<file path="config.mk">
export PLATFORM = sky130hd
export DESIGN_NAME = countdown_timer
export DESIGN_NICKNAME = d
export VERILOG_FILES = /design/src/rtl/countdown_timer.sv
export SDC_FILE = /design/constraint.sdc
export NUM_CORES = 1
export LEC_CHECK = 0
export ABC_AREA = 1
export CAP_MARGIN = 15
export CORE_MARGIN = 2
export CORE_UTILIZATION = 50
export DETAILED_ROUTE_END_ITERATION = 8
export PLACE_DENSITY = 0.88
export SLEW_MARGIN = 20
export SYNTH_ARGS = -nofsm -noshare
export SYNTH_HDL_FRONTEND = slang
export SYNTH_SLANG_ARGS = --single-unit
</file>
<file path="constraint.sdc">
create_clock -name clk -period 1.7 [get_ports clk]
set_clock_uncertainty 0.1 [all_clocks]
set_input_delay 0.17 -clock clk [delete_from_list [all_inputs] [get_ports clk]]
set_output_delay 0.17 -clock clk [all_outputs]
set_load 0.02 [all_outputs]
</file>
<file path="src/rtl/countdown_timer.sv">
// Loadable prescaled down-counter with expiry pulse and sticky expired level.
// Optional feature macro: COUNTDOWN_TIMER_AUTO_RELOAD_EN (periodic reload at terminal count).
module countdown_timer #(
   parameter int unsigned DATA_WIDTH     = 16,
   parameter int unsigned PRESCALE_WIDTH = 8
) (
   input  logic                      clk,
   input  logic                      rst,
   input  logic                      load_valid,
   output logic                      load_ready,
   input  logic [DATA_WIDTH-1:0]     load_count,
   input  logic [PRESCALE_WIDTH-1:0] load_prescale,
   input  logic                      start,
   input  logic                      stop,
   input  logic                      ack,
   output logic [DATA_WIDTH-1:0]     count,
   output logic                      busy,
   output logic                      expired_pulse,
   output logic                      expired
);

   typedef enum logic [1:0] {
      ST_IDLE    = 2'd0,
      ST_LOADED  = 2'd1,
      ST_RUNNING = 2'd2,
      ST_EXPIRED = 2'd3
   } state_t;

   state_t                    state_q, state_d;
   logic [DATA_WIDTH-1:0]     count_q, count_d;
   logic [DATA_WIDTH-1:0]     reload_q, reload_d;
   logic [PRESCALE_WIDTH-1:0] presc_cnt_q, presc_cnt_d;
   logic [PRESCALE_WIDTH-1:0] presc_reg_q, presc_reg_d;
   logic                      busy_q, busy_d;
   logic                      pulse_q, pulse_d;
   logic                      expired_q, expired_d;
   logic                      load_ready_q, load_ready_d;

   logic load_acc_c;
   logic tick_c;
   logic terminal_c;
   logic start_ok_c;

   assign load_acc_c = load_valid && load_ready_q;
   assign tick_c     = (presc_cnt_q == '0);
   assign terminal_c = (state_q == ST_RUNNING) && tick_c && (count_q == DATA_WIDTH'(1));
   // stop beats start, load beats start
   assign start_ok_c = start && !stop && !load_acc_c;

   always_ff @(posedge clk) begin
      if (!rst) state_q <= ST_IDLE;
      else      state_q <= state_d;
   end

   always_comb begin
      state_d = state_q;
      unique case (state_q)
         ST_IDLE: begin
            if (load_acc_c) state_d = ST_LOADED;
         end
         ST_LOADED: begin
            if (load_acc_c)                      state_d = ST_LOADED;
            else if (start_ok_c && count_q == '0) state_d = ST_EXPIRED;
            else if (start_ok_c)                 state_d = ST_RUNNING;
         end
         ST_RUNNING: begin
            // terminal decrement takes precedence over stop
            if (terminal_c) begin
`ifdef COUNTDOWN_TIMER_AUTO_RELOAD_EN
               state_d = ST_RUNNING;
`else
               state_d = ST_EXPIRED;
`endif
            end else if (stop) begin
               state_d = ST_LOADED;
            end
         end
         ST_EXPIRED: begin
            if (load_acc_c || ack) state_d = ST_LOADED;
         end
         default: state_d = ST_IDLE;
      endcase
   end

   always_comb begin
      count_d      = count_q;
      reload_d     = reload_q;
      presc_cnt_d  = presc_cnt_q;
      presc_reg_d  = presc_reg_q;
      pulse_d      = 1'b0;
      busy_d       = (state_d == ST_RUNNING);
      expired_d    = (state_d == ST_EXPIRED);
      load_ready_d = (state_d != ST_RUNNING);

      if (load_acc_c) begin
         reload_d    = load_count;
         presc_reg_d = load_prescale;
         count_d     = load_count;
         presc_cnt_d = load_prescale;
      end

      unique case (state_q)
         ST_LOADED: begin
            if (start_ok_c && count_q == '0) pulse_d = 1'b1;
         end
         ST_RUNNING: begin
            if (terminal_c) begin
               pulse_d = 1'b1;
`ifdef COUNTDOWN_TIMER_AUTO_RELOAD_EN
               count_d     = reload_q;
               presc_cnt_d = presc_reg_q;
`else
               count_d     = '0;
`endif
            end else if (stop) begin
               presc_cnt_d = presc_reg_q;
            end else if (tick_c) begin
               presc_cnt_d = presc_reg_q;
               if (count_q != '0) count_d = count_q - DATA_WIDTH'(1);
            end else begin
               presc_cnt_d = presc_cnt_q - PRESCALE_WIDTH'(1);
            end
         end
         ST_EXPIRED: begin
            if (!load_acc_c && ack) begin
               count_d     = reload_q;
               presc_cnt_d = presc_reg_q;
            end
         end
         default: ;
      endcase
   end

   always_ff @(posedge clk) begin
      if (!rst) begin
         count_q      <= '0;
         reload_q     <= '0;
         presc_cnt_q  <= '0;
         presc_reg_q  <= '0;
         busy_q       <= 1'b0;
         pulse_q      <= 1'b0;
         expired_q    <= 1'b0;
         load_ready_q <= 1'b1;
      end else begin
         count_q      <= count_d;
         reload_q     <= reload_d;
         presc_cnt_q  <= presc_cnt_d;
         presc_reg_q  <= presc_reg_d;
         busy_q       <= busy_d;
         pulse_q      <= pulse_d;
         expired_q    <= expired_d;
         load_ready_q <= load_ready_d;
      end
   end

   assign count         = count_q;
   assign busy          = busy_q;
   assign expired_pulse = pulse_q;
   assign expired       = expired_q;
   assign load_ready    = load_ready_q;

endmodule

</file>
==> results list, run 1 <==
- The run finished, with violations left.
- Violations in the final reports: setup timing
- Tracing the worst setup path back leads to its startpoint at state_q[0].
- Counting the fill cells in the layout gives 471.
- The synthesized netlist devotes 3.18% of its cell area to adder and majority cells.
- Number of levels in the clock H-tree: 2
- Setup violations remaining at the end of the flow were counted as 24.
- The first routing iteration left 346 violations.
* Area enclosed by the die boundary: 7770 sq um
- At the placement stage, the worst setup path has a slack of -0.216 ns.
- Buffers inserted during clock tree synthesis total 5.
* Input/output buffers: 49
* Min Tclk post-route: 1.80 ns
- Synth Area in Simple Gates: 35.5%
- The final-report hold violation count is 0.
- Mux cell area share after synthesis: 0%
* Register bit total from synthesis: 54
- Setup repair after global routing could not meet its margin everywhere.
- Startpoint of the most critical hold path: load_prescale[1]
- RR Endpoint: load_ready
- Latest clock arrival within the worst-skew pair: 0.32 ns
- After detailed routing, the number of remaining DRC violations is 0.
* Total Routed Length: 12,400 um
- Inserted Diodes: 0
- Min-Delay Path Class: in2reg
- Final hold analysis gives a worst-case slack of 0.308 ns.
* Fin nets: 695
- For the worst setup path, the data arrival time is 1.89 ns.
- The count of final max-slew check failures was 0.
- After synthesis, the mean cell area works out to 6.55 sq um.
* Residual antenna-violating net count after detailed routing: 0
- Launch point of the worst reg-to-reg path: state_q[0]
* Buffer depth of the longest clock path: 2
- Total number of clock tree sinks: 54
* Area Growth Syn to Fin: 45.0%
* Clock transition at the registers of the reported paths: 0.11 ns
- In the post-route analysis, the smallest setup slack over all paths is -0.0967 ns.
* Pin count of the biggest net entering global routing: 48
- Routability Congestion: 0.903
- Fraction of the mapped netlist area in compound gates: 18.3%
- Cells after DPL: 730
* Ratio of cells with drive above 1 in the final layout: 30.3%
- Reg2reg setup slack: -0.1 ns
* Peak supply drop: 0.366 mV
- Category of the worst setup path launch point: register
- For the pin with the worst max-slew slack, the measured transition is 0.369 ns.
* Post-detailed-placement half-perimeter wirelength: 7750 um
- Number of maximum-capacitance violations: 0
* Main combinational cell family by area after synthesis: simple AND/OR/NAND/NOR gates
- The number of different library cells used by synthesis comes to 28.
- Overall power consumption after layout is estimated at 3.23 mW.
* Quantity of hold-fixing buffers added after cts: 0
* Number of iterations in the first detailed-routing pass: 6
- Total congestion overflow: 0
- Critical-path maximum fanout: 4
- TritonCTS clock tree: done
- Leakage power: 2.39 nW
- Power Dens Cells: 630 nW/um^2
* Worst setup path class: reg2reg
* Mapped cell area: 3540 sq um
- Post-route insts no fill: 753
* Vertical extent of the die: 88.1 um
- Synth Area in XOR/XNOR: 2.23%
- Sequential-to-total area share from yosys stat: 30.6%
- Max Fclk: 557 MHz
- The first global-routing pass estimated 17,500 um of wire.
- Initial antenna violation count: 0
- Synthesis produced a netlist with a net count of 579.
- The critical path ends at load_ready.
- R2R cell count: 8
- The total area inside the core boundary comes to 6830 sq um.
- I/O Pins: 50
- Row generation in the floorplan step produced 30 rows.
- From left edge to right edge, the die measures 88.1 um.
* Required time of the critical path: 1.80 ns
* Synthesized netlist cell count: 540
- The initial utilization of the core area, before any placement, comes to 51.8%.
* Via count of the first global-routing pass: 3,954
- Clock tree synthesis selected as its root buffer the cell sky130_fd_sc_hd__clkbuf_8.
* Total number of vias: 4,356
* Final period util: 106%
* GRT Total Usage: 28.2%
- Total of warnings raised by yosys: 0
* Average routed wire per standard cell: 16.4 um
- Relative max-transition margin: 75.2%
* Setup crit end kind: register
* Routed vias/inst: 5.78
## final cells by class
type                       instances  area, sq um  share of cell area [%]
clock buffer                       6         72.6                    1.41
clock inverter                     2         13.8                   0.268
inverter                          67          259                    5.05
multi-input combinational        400         2390                    46.6
sequential                        54         1100                    21.4
tap                               96          120                    2.34
timing repair buffer             128         1180                    23.0
## critical path, cell delays in order (launching register included)
cell,delay [ns]
sky130_fd_sc_hd__dfxtp_2,0.37
sky130_fd_sc_hd__inv_2,0.06
sky130_fd_sc_hd__buf_4,0.13
sky130_fd_sc_hd__buf_4,0.13
sky130_fd_sc_hd__ha_1,0.25
sky130_fd_sc_hd__nor2_2,0.18
sky130_fd_sc_hd__a21oi_1,0.09
sky130_fd_sc_hd__o21ai_1,0.22
sky130_fd_sc_hd__nand3_1,0.14
## flip-flops by register name, indices dropped and copies added (netlist names)
| name | count |
|---|---|
| count | 16 |
| reload_q | 16 |
| presc_cnt_q | 8 |
| presc_reg_q | 8 |
| state_q | 2 |
| busy | 1 |
| expired | 1 |
| expired_pulse | 1 |
| load_ready | 1 |
## per-stage QoR
step                      TNS (ns)  utilization [%]  instance area (sq um)
after CTS                        0             68.6                   4690
final                       -0.795             75.1                   5130
after floorplan           -0.00229                -                   3560
after global placement       -1.32             67.1                   4580
after global routing         -1.64             75.1                   5130
after detailed placement     -3.04             67.1                   4580
## Yosys cell counts
cell type | instances | area share [%]
sky130_fd_sc_hd__inv_1 | 63 | 6.7
sky130_fd_sc_hd__nand2_1 | 152 | 16
sky130_fd_sc_hd__a21oi_1 | 52 | 7.4
sky130_fd_sc_hd__nand3_4 | 2 | 0.99
sky130_fd_sc_hd__buf_1 | 2 | 0.21
sky130_fd_sc_hd__inv_2 | 4 | 0.42
sky130_fd_sc_hd__nand3_2 | 7 | 2.0
sky130_fd_sc_hd__dfxtp_1 | 54 | 31
sky130_fd_sc_hd__nand3_1 | 36 | 5.1
sky130_fd_sc_hd__nand2_4 | 4 | 1.3
sky130_fd_sc_hd__xnor2_1 | 1 | 0.25
sky130_fd_sc_hd__a21oi_2 | 1 | 0.25
sky130_fd_sc_hd__nor2_4 | 4 | 1.3
sky130_fd_sc_hd__a21oi_4 | 1 | 0.46
sky130_fd_sc_hd__nand4_1 | 12 | 2.1
sky130_fd_sc_hd__buf_2 | 5 | 0.71
sky130_fd_sc_hd__clkbuf_1 | 7 | 0.74
sky130_fd_sc_hd__nor2_2 | 7 | 1.2
sky130_fd_sc_hd__nand2_2 | 4 | 0.71
sky130_fd_sc_hd__buf_6 | 4 | 1.3
sky130_fd_sc_hd__xor2_1 | 8 | 2.0
sky130_fd_sc_hd__nor2_8 | 2 | 1.1
sky130_fd_sc_hd__a22oi_1 | 15 | 3.2
sky130_fd_sc_hd__o21ai_0 | 50 | 7.1
sky130_fd_sc_hd__buf_4 | 1 | 0.21
sky130_fd_sc_hd__nor3_1 | 1 | 0.14
sky130_fd_sc_hd__ha_1 | 9 | 3.2
sky130_fd_sc_hd__nor2_1 | 32 | 3.4
## report_power, final
part | switching [mW] | total (mW) | internal, mW
logic | 0.643 | 1.09 | 0.445
clock network | 0.470 | 0.763 | 0.293
registers | 0.0538 | 1.38 | 1.33
## kinds of logic (layout without fill, tap and decap cells)
kind of cell / count (synthesis) / after routing
compound gates: 119 / 119
flops: 54 / 54
xor+xnor: 9 / 9
buf+inv: 86 / 203
simple gates: 263 / 263
fa+ha+maj: 9 / 9
## worst min path at each step
stage,endpoint,slack (ns),cells past startpoint
floorplan,presc_cnt_q[3],0.17,2
global placement,reload_q[0],0.35,2
detailed placement,reload_q[11],0.36,2
CTS,presc_reg_q[1],0.31,3
global route,reload_q[14],0.34,3
finish,presc_reg_q[1],0.31,3
## routing by layer
metal	track usage (%)	vias to the layer above	part of all wire, %
li1	-	1996	-
met1	31.9	2012	37
met2	53.4	281	51
met3	4.90	67	8.3
met4	8.82	0	4.0
met5	0	-	0
## cells in the final DEF (no fill, tap or decap), drive strengths merged
master         Yosys  final
clkdlybuf4s50      0     35
dlygate4sd2        0      7
dfxtp             54     54
buf               12     78
clkbuf             7      7
nor3               1      1
a21oi             54     54
clkinv             0      2
o21ai             50     50
inv               67     67
nand4             12     12
ha                 9      9
xor2               8      8
xnor2              1      1
nand2            160    160
nor2              45     45
nand3             45     45
dlymetal6s2s       0      7
a22oi             15     15
## repair_timing
item / 4_1_cts / 5_1_grt
setup endpoints to repair: 22 / 36
pin swaps: 2 / 31
gates cloned: 0 / 1
setup buffers: 1 / 13
gates resized for setup: 16 / 104
No activity file was read; power rests on OpenSTA's default activity.
==> run 2: changes to the inputs <==
- PLACE_DENSITY: 0.88 -> 0.77
==> run 2 against run 1 <==
Compared with the run above:
- the flow still finishes with violations (setup timing)
- worst setup slack gained 0.078 ns
- routed wire length shrank 11%
- utilization shrank 1.6 points
- non-clock buffer count shrank 9
- first-iteration DRC count shrank 20%
- sequential power is essentially flat
- combinational power shrank 6%
- clock power grew 3.3%
- register-to-register slack gained 0.08 ns
- sequential share of layout area grew 0.40 points
- die area is the same
- fmax grew 4.5%
- largest power group unchanged
- highest routed layer unchanged
==> results list, run 2 (synthesized netlist as in run 1, its figures left out) <==
- Outcome: finished, violations left
- Violations in the final reports: setup timing
- The data required time at the worst endpoint came to 1.81 ns (about the same).
- Wire length of the first global-routing pass: 16,900 um (-3.3%)
- Setup crit end kind: register
- The number of global-route vias before repair came to 3,816 (-3.5%).
- Vertical extent of the die: 88.1 um (unchanged)
- By instance count, the cell type seen most on the critical path is sky130_fd_sc_hd__nand2_2.
- Category of the worst setup path launch point: register
* Max Fclk: 582 MHz (+4.5%)
- Inserted Diodes: 0 (unchanged)
- Relative max-transition margin: 68.2% (-7.0 points)
- The pin count of the biggest net entering global routing is 48 (unchanged).
* CTS root buffer: sky130_fd_sc_hd__clkbuf_8
* Fin nets: 687 (-1.2%)
- The overall routing resource usage is 27.2% (-0.97 points).
- Clock transition at the registers of the reported paths: 0.11 ns (about the same)
- The iteration-0 DRC count of the detailed router is 276 (-20%).
- The worst slack on hold paths came to 0.326 ns (+0.0186 ns).
- The post-detailed-route via-to-cell ratio came to 5.46 (-5.6%).
- Min-Delay Path Class: in2reg
- The critical path goes through inv_4 -> ha_4 -> nand2_2 -> inv_2 -> nand2_2 -> nor2_4 -> nand3_4 -> nand2_4 -> buf_6 -> a21oi_1 -> nand2_1 -> a21oi_2.
- Buffers and inverters on the worst path: 3 (unchanged)
- The share of layout cells above drive strength 1 came to 27.0% (-3.3 points).
- The top-level port count is 50 (unchanged).
* Post-route insts no fill: 745 (-1.1%)
- TritonCTS clock tree: done
- The placed cell count came to 725 (-0.68%).
* Commonest non-fill, non-tap cell in the layout: sky130_fd_sc_hd__nand2_1
- Largest delay contributor family on the critical path: simple AND/OR/NAND/NOR gates
- The area of the core came to 6830 sq um (unchanged).
- Signal arrival time at the worst endpoint: 1.82 ns (-0.07 ns)
- The setup slack after layout was -0.0188 ns (+0.0779 ns).
- The setup path with the least slack is of type reg2reg.
- The number of sinks driven by the clock tree is 54 (unchanged).
- Total congestion overflow: 0 (unchanged)
- Critical-path maximum fanout: 5 (+1)
- The area of the die came to 7770 sq um (unchanged).
* Quantity of hold-fixing buffers added after cts: 0 (unchanged)
* Total Routed Length: 11,100 um (-11%)
- Post-detailed-placement half-perimeter wirelength: 7400 um (-4.5%)
- The post-detailed-route wirelength per cell is 14.8 um (-9.6%).
- Initial antenna violation count: 0 (unchanged)
- Horiz. Die Dim: 88.1 um (unchanged)
* Area Growth Syn to Fin: 41.8%
* Latest clock arrival within the worst-skew pair: 0.32 ns (about the same)
- The final critical path time including I/O delays and setup was 1.72 ns (-0.0779 ns).
- The static leakage is 2.31 nW (-3.5%).
* Commonest non-fill, non-tap cells in the layout: sky130_fd_sc_hd__nand2_1, sky130_fd_sc_hd__buf_4, sky130_fd_sc_hd__inv_1
- Number of pins exceeding their max-slew limit in the final report: 0 (unchanged)
- The number of remaining DRC errors is 0 (unchanged).
- Cell Rows: 30 (unchanged)
- Routability Congestion: 0.880 (-2.5%)
- Total Neg Setup Slack: -0.0259 ns (+0.769 ns)
- Peak supply drop: 0.467 mV (+28%)
* Input/output buffers: 49 (unchanged)
- The reported max-cap violation count came to 0 (unchanged).
- The largest incremental delay on the critical path was 0.35 ns (-0.02 ns).
- The maximum buffer depth of the clock tree came to 2 (unchanged).
* Critical-path top delay cell: sky130_fd_sc_hd__dfxtp_2
- The H-tree level count is 2 (unchanged).
* Actual slew at the worst max-slew pin: 0.472 ns (+0.104 ns)
- The count of TritonRoute iterations in the first routing pass was 5 (-1).
- The via count of the routed design came to 4,067 (-6.6%).
* Initial cell density of the core: 51.8% (unchanged)
- The part of the cycle the worst path needs was 101% (-4.6 points).
* Setup violation total in the final timing report: 2 (-92%)
* Hold Fails Final Rpt: 0 (unchanged)
- The remaining antenna violation count is 0 (unchanged).
- Setup repair after global routing could not meet its margin everywhere.
- The number of buffers created by CTS came to 5 (unchanged).
- The power density over the cells was 634 nW/um^2 (+0.66%).
run 2: worst paths after layout:
| kind | from | endpoint | slack, ns | cells past startpoint |
|---|---|---|---|---|
| setup reg to reg | count[1] | count[13] | -0.02 | 12 |
| setup / recovery | count[1] | count[13] | -0.02 | 12 |
| hold reg to reg | reload_q[3] | reload_q[3] | 0.37 | 2 |
| hold / removal | load_prescale[3] | presc_reg_q[3] | 0.33 | 3 |
run 2: metrics by stage:
step	utilization [%]	worst slack, ns	total power, mW	instance area [sq um]
4_1_cts	68.6	-0.0302	3.08	4690
3_5_place_dp	66.7	-0.130	2.30	4560
6_report	73.5	-0.0188	3.18	5020
5_1_grt	73.5	-0.0904	3.33	5020
2_1_floorplan	-	-0.00229	1.96	3560
3_3_place_gp	66.7	-0.0883	2.28	4560
run 2: what timing repair did:
| action | 4_1_cts | 5_1_grt |
|---|---|---|
| endpoints found under the hold margin | 0 | 0 |
| setup endpoints to repair | 31 | 37 |
| setup buffers | 2 | 8 |
| pin swaps | 2 | 21 |
| resized for setup | 11 | 81 |
| gates cloned | 1 | 1 |
run 2: metal layers:
layer | vias to the layer above | wire, um | global-route usage (%)
met5 | - | 0 | 0
met4 | 0 | 180 | 6.75
met3 | 19 | 602 | 3.68
met2 | 153 | 5930 | 51.1
met1 | 1916 | 4340 | 32.6
li1 | 1979 | - | -
run 2: power by group:
group | switching, mW | leakage, nW | internal (mW)
combinational | 0.592 | 1.82 | 0.424
sequential | 0.0519 | 0.447 | 1.33
clock | 0.459 | 0.0472 | 0.329
total | 1.10 | 2.31 | 2.08
run 2: area by class of cell:
cell class              count  area, sq um
inverters                  67          264
clock inverters             2         12.5
clock buffers               6         82.6
repair buffers            119         1120
fillers                   549         1810
flip-flops and latches     54         1090
well taps                  96          120
multi-input cells         401         2330
run 2: worst register-to-register path, cell delays in order (launching register included):
cell,delay (ns)
sky130_fd_sc_hd__dfxtp_2,0.35
sky130_fd_sc_hd__inv_4,0.08
sky130_fd_sc_hd__ha_4,0.15
sky130_fd_sc_hd__nand2_2,0.06
sky130_fd_sc_hd__inv_2,0.05
sky130_fd_sc_hd__nand2_2,0.05
sky130_fd_sc_hd__nor2_4,0.18
sky130_fd_sc_hd__nand3_4,0.15
sky130_fd_sc_hd__nand2_4,0.14
sky130_fd_sc_hd__buf_6,0.12
sky130_fd_sc_hd__a21oi_1,0.04
sky130_fd_sc_hd__nand2_1,0.09
sky130_fd_sc_hd__a21oi_2,0.06
==> patch (config.mk and constraints of run 2) <==
The parameter `PRESCALE_WIDTH` goes from 8 to 7.
--- a/src/rtl/countdown_timer.sv
+++ b/src/rtl/countdown_timer.sv
@@ -2,7 +2,7 @@
 // Optional feature macro: COUNTDOWN_TIMER_AUTO_RELOAD_EN (periodic reload at terminal count).
 module countdown_timer #(
    parameter int unsigned DATA_WIDTH     = 16,
-   parameter int unsigned PRESCALE_WIDTH = 8
+   parameter int unsigned PRESCALE_WIDTH = 7
 ) (
    input  logic                      clk,
    input  logic                      rst,
Interface: changed (resized load_prescale); port bits go from 50 to 49. The function was not compared with the original's and may differ.
==> patch against run 2 <==
The flow still finishes with violations (setup timing). Non-clock buffer count shrank 22. Sequential cell count shrank 2. Wire length down 19%. Sequential power decreased by 4%. Power decreased by 8.2%. Design area decreased by 12%. Largest power group unchanged. Setup slack improved by 2.9 ps. Critical path depth rose by 2. Combinational power is 16% lower. Global-route usage down 2.5 points. Sequential share of layout area up 2.1 points. Area after synthesis shrank 9.0%.
==> patch: results (changes against run 2) <==
Parameter                              Value

STA
  Final number of setup-violating endpoints ... 1 (-1)
  Worst setup slack after layout ... -15.86 ps (+2.923 ps)
  Sum of negative setup slack ... -15.86 ps (+10.05 ps)

Worst setup path
  Crit. Startpoint ... presc_cnt_q[1]

Final layout
  Non-clock buffer total of the final layout ... 97 (-18%)
  Count of fill cells added during filler insertion ... 500 (-8.9%)
  Final net count ... 603 (-12%)

Worst hold path
  Sink of the worst hold path ... reload_q[10]
  Hold path startpoint ... load_count[10]

Routing
  Post-Route M1 WL ... 3929 um (-9.4%)
  DRT Wirelength ... 9001 um (-19%)
  Post-detailed-route via-to-cell ratio ... 5.273 (-3.4%)

Logic synthesis
  Gate count after technology mapping ... 480 (-11%)
  Top post-synthesis cells by count ... sky130_fd_sc_hd__nand2_1 (131), sky130_fd_sc_hd__inv_1 (57), sky130_fd_sc_hd__dfxtp_1 (52)

Power
  Total design power ... 2.921 mW (-8.2%)
  P_leak ... 2.055 nW (-11%)

Run status
  Failing checks ... setup timing
  Result of the run ... complete, but fails checks

GRT
  Met3 Usage GRT ... 3.638% (-0.038 points)
  GR met1 Demand/Resource ... 31.44% (-1.2 points)
  Vias in the first global route ... 3,237 (-15%)

Place
  Last weighted congestion value of the routability-driven placer ... 0.8574 (-2.5%)
  Cell area after placement ... 4103 um2 (-10%)
  HPWL after detailed placement ... 6271 um (-15%)

Clock network
  Post-CTS Setup Inserts ... 0 (-2)
  Number of gates given a new drive strength after cts ... 12 (+1)
==> patch: cell count changes in the layout (fill, tap and decap cells not counted), moves of 5 or more <==
cell	before	now
sky130_fd_sc_hd__buf_4	60	42
sky130_fd_sc_hd__o21ai_0	48	31
sky130_fd_sc_hd__nand2_1	139	126
sky130_fd_sc_hd__nand3_2	16	3
sky130_fd_sc_hd__nand4_1	12	4
sky130_fd_sc_hd__xor2_1	8	16
sky130_fd_sc_hd__a21oi_2	8	2
sky130_fd_sc_hd__nor2_1	21	15
sky130_fd_sc_hd__nand2_2	15	10
sky130_fd_sc_hd__nor2_4	13	8
sky130_fd_sc_hd__o211ai_1	0	5
==> patch: kinds of logic (layout without fill, tap and decap cells) <==
logic type      count (synthesis)  after routing  share of synthesized area [%]
xor+xnor                       16             16                          4.353
compound gates                112            112                          19.51
flops                          52             52                          32.34
fa+ha+maj                       8              8                          3.109
buf+inv                        82            169                          10.69
simple gates                  210            210                          30.00
